**src/rtl/alu_multiword_sequencer.sv**
```systemverilog
// Sequences a shared 16-bit ALU through an N-word add/subtract, least-significant word first,
// chaining carry/borrow between words and writing each result word back to the operand store.
`ifndef ADDC
`define ADDC 4'h2
`endif
`ifndef SUBC
`define SUBC 4'h3
`endif

module alu_multiword_sequencer #(
  parameter int MAX_WORDS = 8,
  parameter int IDX_W     = 3
) (
  input  logic             clk,
  input  logic             rst,
  input  logic             start,
  input  logic             op_sub,
  input  logic [IDX_W:0]   num_words,
  input  logic             cin,
  output logic [IDX_W-1:0] rd_idx,
  input  logic [15:0]      a_word,
  input  logic [15:0]      b_word,
  output logic             alu_req,
  input  logic             alu_gnt,
  output logic [15:0]      alu_operand1,
  output logic [15:0]      alu_operand2,
  output logic             alu_carry_in,
  output logic [3:0]       alu_opcode,
  input  logic [15:0]      alu_result,
  input  logic             alu_carry_out,
  input  logic             alu_zero,
  output logic             wr_en,
  output logic [IDX_W-1:0] wr_idx,
  output logic [15:0]      wr_data,
  output logic             busy,
  output logic             done,
  output logic             carry_final,
  output logic             zero_all
);

  typedef enum logic [1:0] {IDLE, RUN, DONE} state_t;

  localparam logic [IDX_W:0] MAX_LEN = (IDX_W+1)'(MAX_WORDS);

  state_t           state_q, state_d;
  logic [IDX_W-1:0] idx_q, idx_d;
  logic [IDX_W:0]   len_q, len_d;
  logic             op_sub_q, op_sub_d;
  logic             carry_q, carry_d;
  logic             zacc_q, zacc_d;
  logic             carry_final_q, carry_final_d;
  logic             zero_all_q, zero_all_d;
  logic             alu_req_q, alu_req_d;
  logic             busy_q, busy_d;
  logic             done_q, done_d;

  logic [IDX_W:0]   len_clamped;
  logic             last_word;
  logic             in_run;

  assign len_clamped = (num_words > MAX_LEN) ? MAX_LEN : num_words;
  assign last_word   = (idx_q == IDX_W'(len_q - 1'b1));
  assign in_run      = (state_q == RUN);

  always_comb begin
    state_d       = state_q;
    idx_d         = idx_q;
    len_d         = len_q;
    op_sub_d      = op_sub_q;
    carry_d       = carry_q;
    zacc_d        = zacc_q;
    carry_final_d = carry_final_q;
    zero_all_d    = zero_all_q;
    alu_req_d     = alu_req_q;
    busy_d        = busy_q;
    done_d        = 1'b0;
    case (state_q)
      IDLE: begin
        if (start) begin
          busy_d = 1'b1;
          if (len_clamped == '0) begin
            // Empty operation: the result is just the incoming carry.
            carry_final_d = cin;
            zero_all_d    = 1'b1;
            done_d        = 1'b1;
            alu_req_d     = 1'b0;
            state_d       = DONE;
          end else begin
            op_sub_d  = op_sub;
            len_d     = len_clamped;
            carry_d   = cin;
            zacc_d    = 1'b1;
            idx_d     = '0;
            alu_req_d = 1'b1;
            state_d   = RUN;
          end
        end
      end
      RUN: begin
        if (alu_gnt) begin
          carry_d = alu_carry_out;
          zacc_d  = zacc_q & alu_zero;
          if (last_word) begin
            // idx parks on the last word rather than wrapping.
            carry_final_d = alu_carry_out;
            zero_all_d    = zacc_q & alu_zero;
            alu_req_d     = 1'b0;
            done_d        = 1'b1;
            state_d       = DONE;
          end else begin
            idx_d = idx_q + 1'b1;
          end
        end
      end
      DONE: begin
        busy_d  = 1'b0;
        state_d = IDLE;
      end
      default: begin
        busy_d    = 1'b0;
        alu_req_d = 1'b0;
        state_d   = IDLE;
      end
    endcase
  end

  always_ff @(posedge clk) begin
    if (rst) begin
      state_q       <= IDLE;
      idx_q         <= '0;
      len_q         <= '0;
      op_sub_q      <= 1'b0;
      carry_q       <= 1'b0;
      zacc_q        <= 1'b0;
      carry_final_q <= 1'b0;
      zero_all_q    <= 1'b0;
      alu_req_q     <= 1'b0;
      busy_q        <= 1'b0;
      done_q        <= 1'b0;
    end else begin
      state_q       <= state_d;
      idx_q         <= idx_d;
      len_q         <= len_d;
      op_sub_q      <= op_sub_d;
      carry_q       <= carry_d;
      zacc_q        <= zacc_d;
      carry_final_q <= carry_final_d;
      zero_all_q    <= zero_all_d;
      alu_req_q     <= alu_req_d;
      busy_q        <= busy_d;
      done_q        <= done_d;
    end
  end

  // The ALU and write port see the current word in the same cycle the store presents it.
  assign rd_idx       = idx_q;
  assign alu_req      = alu_req_q;
  assign alu_operand1 = in_run ? a_word : 16'h0000;
  assign alu_operand2 = in_run ? b_word : 16'h0000;
  assign alu_carry_in = carry_q;
  assign alu_opcode   = (in_run && op_sub_q) ? `SUBC : `ADDC;
  assign wr_en        = in_run & alu_gnt;
  assign wr_idx       = idx_q;
  assign wr_data      = wr_en ? alu_result : 16'h0000;
  assign busy         = busy_q;
  assign done         = done_q;
  assign carry_final  = carry_final_q;
  assign zero_all     = zero_all_q;

endmodule

```
**config.mk**
```make
export PLATFORM = sky130hd
export DESIGN_NAME = alu_multiword_sequencer
export DESIGN_NICKNAME = d
export VERILOG_FILES = /design/src/rtl/alu_multiword_sequencer.sv
export SDC_FILE = /design/constraint.sdc
export NUM_CORES = 1
export LEC_CHECK = 0
export ABC_CLOCK_PERIOD_IN_PS = 2100
export CAP_MARGIN = 0
export CORE_ASPECT_RATIO = 0.5
export CORE_MARGIN = 3
export CORE_UTILIZATION = 29
export CTS_CLUSTER_DIAMETER = 150
export DETAILED_ROUTE_END_ITERATION = 16
export HOLD_SLACK_MARGIN = 0.06
export PLACE_DENSITY = 0.8
export SETUP_SLACK_MARGIN = 0.1
export SYNTH_ARGS = -nofsm -noshare
export SYNTH_HDL_FRONTEND = slang
export SYNTH_SLANG_ARGS = --single-unit
```
**constraint.sdc**
```tcl
create_clock -name clk -period 2.1 [get_ports clk]
set_input_delay 0.315 -clock clk [delete_from_list [all_inputs] [get_ports clk]]
set_output_delay 0.315 -clock clk [all_outputs]
set_load 0.02 [all_outputs]
```
==> impl_summary.txt <==
----------------------------------------------------
[Clocking]
  Post-CTS setup buffers ... 0
  Clock buffer count from CTS ... 3
  Maximum clock path buffer count ... 2
  TritonCTS sink count ... 16
  Clock slew seen by the registers of the worst setup and hold paths ... 0.07 ns
  Number of levels the H-tree was split into ... 1
  Clk root buf ... clkbuf_8
  Gates resized, CTS repair ... 50
  CTS tree ... yes
  Count of hold-fix buffers inserted at cts ... 0
  Skew-Pair Late Insertion Delay ... 0.25 ns

[Min path]
  Hold path endpoint ... len_q[1]$_SDFFE_PP0P_
  Path class of the lowest-slack min-delay path ... flip-flop to flip-flop
  Hold path startpoint ... len_q[1]$_SDFFE_PP0P_
  Number of stages on the worst hold path ... 2

[STA]
  Final worst-path setup slack ... 0.197 ns
  Number of pins with negative max-slew slack in the final report ... 0
  Worst clock skew ... 0.00444 ns
  Endpoints failing setup ... 0
  Share of the clock period used by the worst path after layout ... 0.906
  Achievable Freq ... 525 MHz
  Post-route minimum period ... 1.90 ns
  Count of final hold-check violations ... 0
  Unrepaired setup endpoints after global routing ... false

[Floorplanning]
  Initial Utilization ... 0.308
  Standard-cell row count ... 16
  Core footprint ... 4000 µm²
  Horizontal die dimension ... 98.2 µm
  Vert. Die Dim ... 52.1 µm
  IO Pins ... 125
  Area of the die ... 5120 µm²

[Logic synthesis]
  Post-synth ARST share ... 0
  Synth warn ... 0
  Number of flops mapped to enable cells by yosys ... 0
  Avg Synthesized Cell Area ... 8.01 µm²
  Cell type with the largest total area after synthesis ... dfxtp_1
  Cell area after technology mapping ... 1230 µm²
  Top post-synthesis cells by area ... dfxtp_1 26%, and2_1 17%, and3_1 8.1%
  Gate Count Post-Synth ... 154
  Cell types with the highest counts after synthesis ... 33 x and2_1, 16 x and3_1, 16 x dfxtp_1, 10 x clkbuf_1, 9 x nor2_1
  Most frequent cell after synthesis ... and2_1
  Register bit count reported by yosys ... 16
  Share of Yosys cell area claimed by the top area cell type ... 0.260
  Sequential share of the synthesized area ... 0.260
  Top FF cell, synth ... dfxtp_1
  Count of distinct cell types in the synthesized netlist ... 41

[Setup path]
  Endpoint arrival time on the critical path ... 1.59 ns
  Critical path start-end classification ... flip-flop to primary output
  Worst setup slack for register-to-register paths ... 0.25 ns
  Required time of the critical path ... 1.78 ns
  Endpoint kind of the worst setup timing path ... primary output
  Critical register-to-register path endpoint ... carry_final$_SDFFE_PP0P_
  Worst r2r src ... len_q[1]$_SDFFE_PP0P_
  Maximum fanout count along the critical path ... 49
  Startpoint type of the worst setup path ... flip-flop
  R2R cell count ... 6

[Final layout]
  Antenna cells ... 0
  Non-Filler Instances ... 329
  Final nets ... 338
  Layout overhead on the synthesized area ... 105%
  Fraction of final layout cells with drive strength greater than 1 ... 0.0873
  Number of inserted filler cells in the final layout ... 362

[Power]
  VDD IR-drop max ... 0.286 mV
  Pleak ... 1.24 nW
  PD cells ... 433 nW/µm²

[Placement]
  GPL Wtd Cong ... 0.875
  Port-buffer cells ... 121
  Detailed placer's ending HPWL ... 4.00 mm
  Worst setup slack after placement ... -0.0487 ns
  Dpl cells ... 325

[GRT]
  Maximum number of pins on one net before global-route repair ... 50
  Initial antenna violation count ... 0
  Overall fraction of global-route tracks in use ... 0.178
  Global-route wire length before repair ... 7.39 mm
  Via count of the first global-routing pass ... 1443
  Overflow left after global routing ... 0

[Routing]
  First-iteration detailed-routing DRC count ... 38
  Detailed-route DRC error count ... 0
  Vias/cell ... 4.60
  Routed wire per std cell ... 14.7 µm
  Total routed wirelength ... 4.82 mm
  Length of the first detailed-routing pass in iterations ... 4
  DR vias ... 1512
  Routed Antenna Nets ... 0

[Run status]
  Status ... complete, no violations

[Job]
  Number of max-capacitance violations reported ... 0

----------------------------------------------------
-- flip-flops by register name, summed over array words and instances, names as in the netlist --
name          count
carry_final       1
rd_idx            3
alu_carry_in      1
zacc_q            1
done              1
len_q             3
op_sub_q          1
busy              1
zero_all          1
state_q           2
alu_req           1
-- per-stage QoR --
step | hold slack [ns] | TNS [ns] | utilization | power, mW | area [µm²]
5_1_grt | 0.508 | 0 | 0.631 | 1.15 | 2530
6_report | 0.476 | 0 | 0.631 | 1.09 | 2530
3_3_place_gp | 0.445 | -0.497 | 0.633 | 0.854 | 2530
2_1_floorplan | 0.432 | 0 | - | 0.576 | 1240
3_5_place_dp | 0.461 | -0.512 | 0.633 | 0.864 | 2530
4_1_cts | 0.472 | 0 | 0.631 | 1.10 | 2530
-- worst max-delay path by stage --
stage	startpoint	end	slack [ns]	cells past startpoint
6_report	state_q[1]$_SDFFE_PP0P_	wr_data[6]	0.20	4
5_1_grt	state_q[1]$_SDFFE_PP0P_	wr_data[7]	0.10	4
4_1_cts	state_q[1]$_SDFFE_PP0P_	wr_data[6]	0.20	4
3_5_place_dp	alu_gnt	wr_data[7]	-0.05	4
3_3_place_gp	alu_gnt	wr_data[6]	-0.05	4
2_1_floorplan	len_q[0]$_SDFFE_PP0P_	carry_final$_SDFFE_PP0P_	0.31	6
-- area by class of cell --
cell class                 instances  area (µm²)  share of cell area
timing repair buffer             133        1250               0.495
sequential                        16         320               0.127
multi-input combinational        117         813               0.322
tap                               54        67.6              0.0267
clock buffer                       4        55.1              0.0218
inverter                           5        18.8             0.00743
-- cell usage in the layout (no fill, tap or decap), types with 3 or more instances in the layout --
cell type and instances:
a31oi_1 3, buf_4 11, clkbuf_8 4, dfxtp_1 16, nor2_1 9, inv_1 5
dlygate4sd2_1 50, and2_1 33, and3_1 16, clkdlybuf4s50_1 71, mux2i_1 3, conb_1 3
o21ai_0 4, nor2b_1 4, nand2_1 4, a21oi_1 6
-- where the power goes --
group / total (mW) / switching [mW] / internal, mW
Combinational: 0.484 / 0.232 / 0.252
Clock: 0.279 / 0.113 / 0.166
Sequential: 0.331 / 0.0114 / 0.319
Total: 1.09 / 0.356 / 0.738
-- per-layer routing --
layer / global-route usage / part of all wire
met1: 0.226 / 0.42
met2: 0.314 / 0.52
met3: 0.0375 / 0.048
met4: 0.0431 / 0.010
met5: 0 / 0
-- worst max-delay path, stage by stage, from the launching register on --
cell and delay [ns]:
dfxtp_1 0.38, nor2b_2 0.21, buf_12 0.21, and3_1 0.17, dlygate4sd2_1 0.36
-- cells by family (layout without fill, tap and decap cells) --
group | after synthesis | after routing | share of synthesized area
simple gates | 78 | 78 | 0.389
other cells | 2 | 3 | 0.00609
compound gates | 24 | 24 | 0.138
buf+inv | 22 | 142 | 0.0862
xor+xnor | 6 | 6 | 0.0669
fa+ha+maj | 2 | 2 | 0.0203
mux | 4 | 4 | 0.0335
flops | 16 | 16 | 0.260
(Power assumes the default switching activity.)
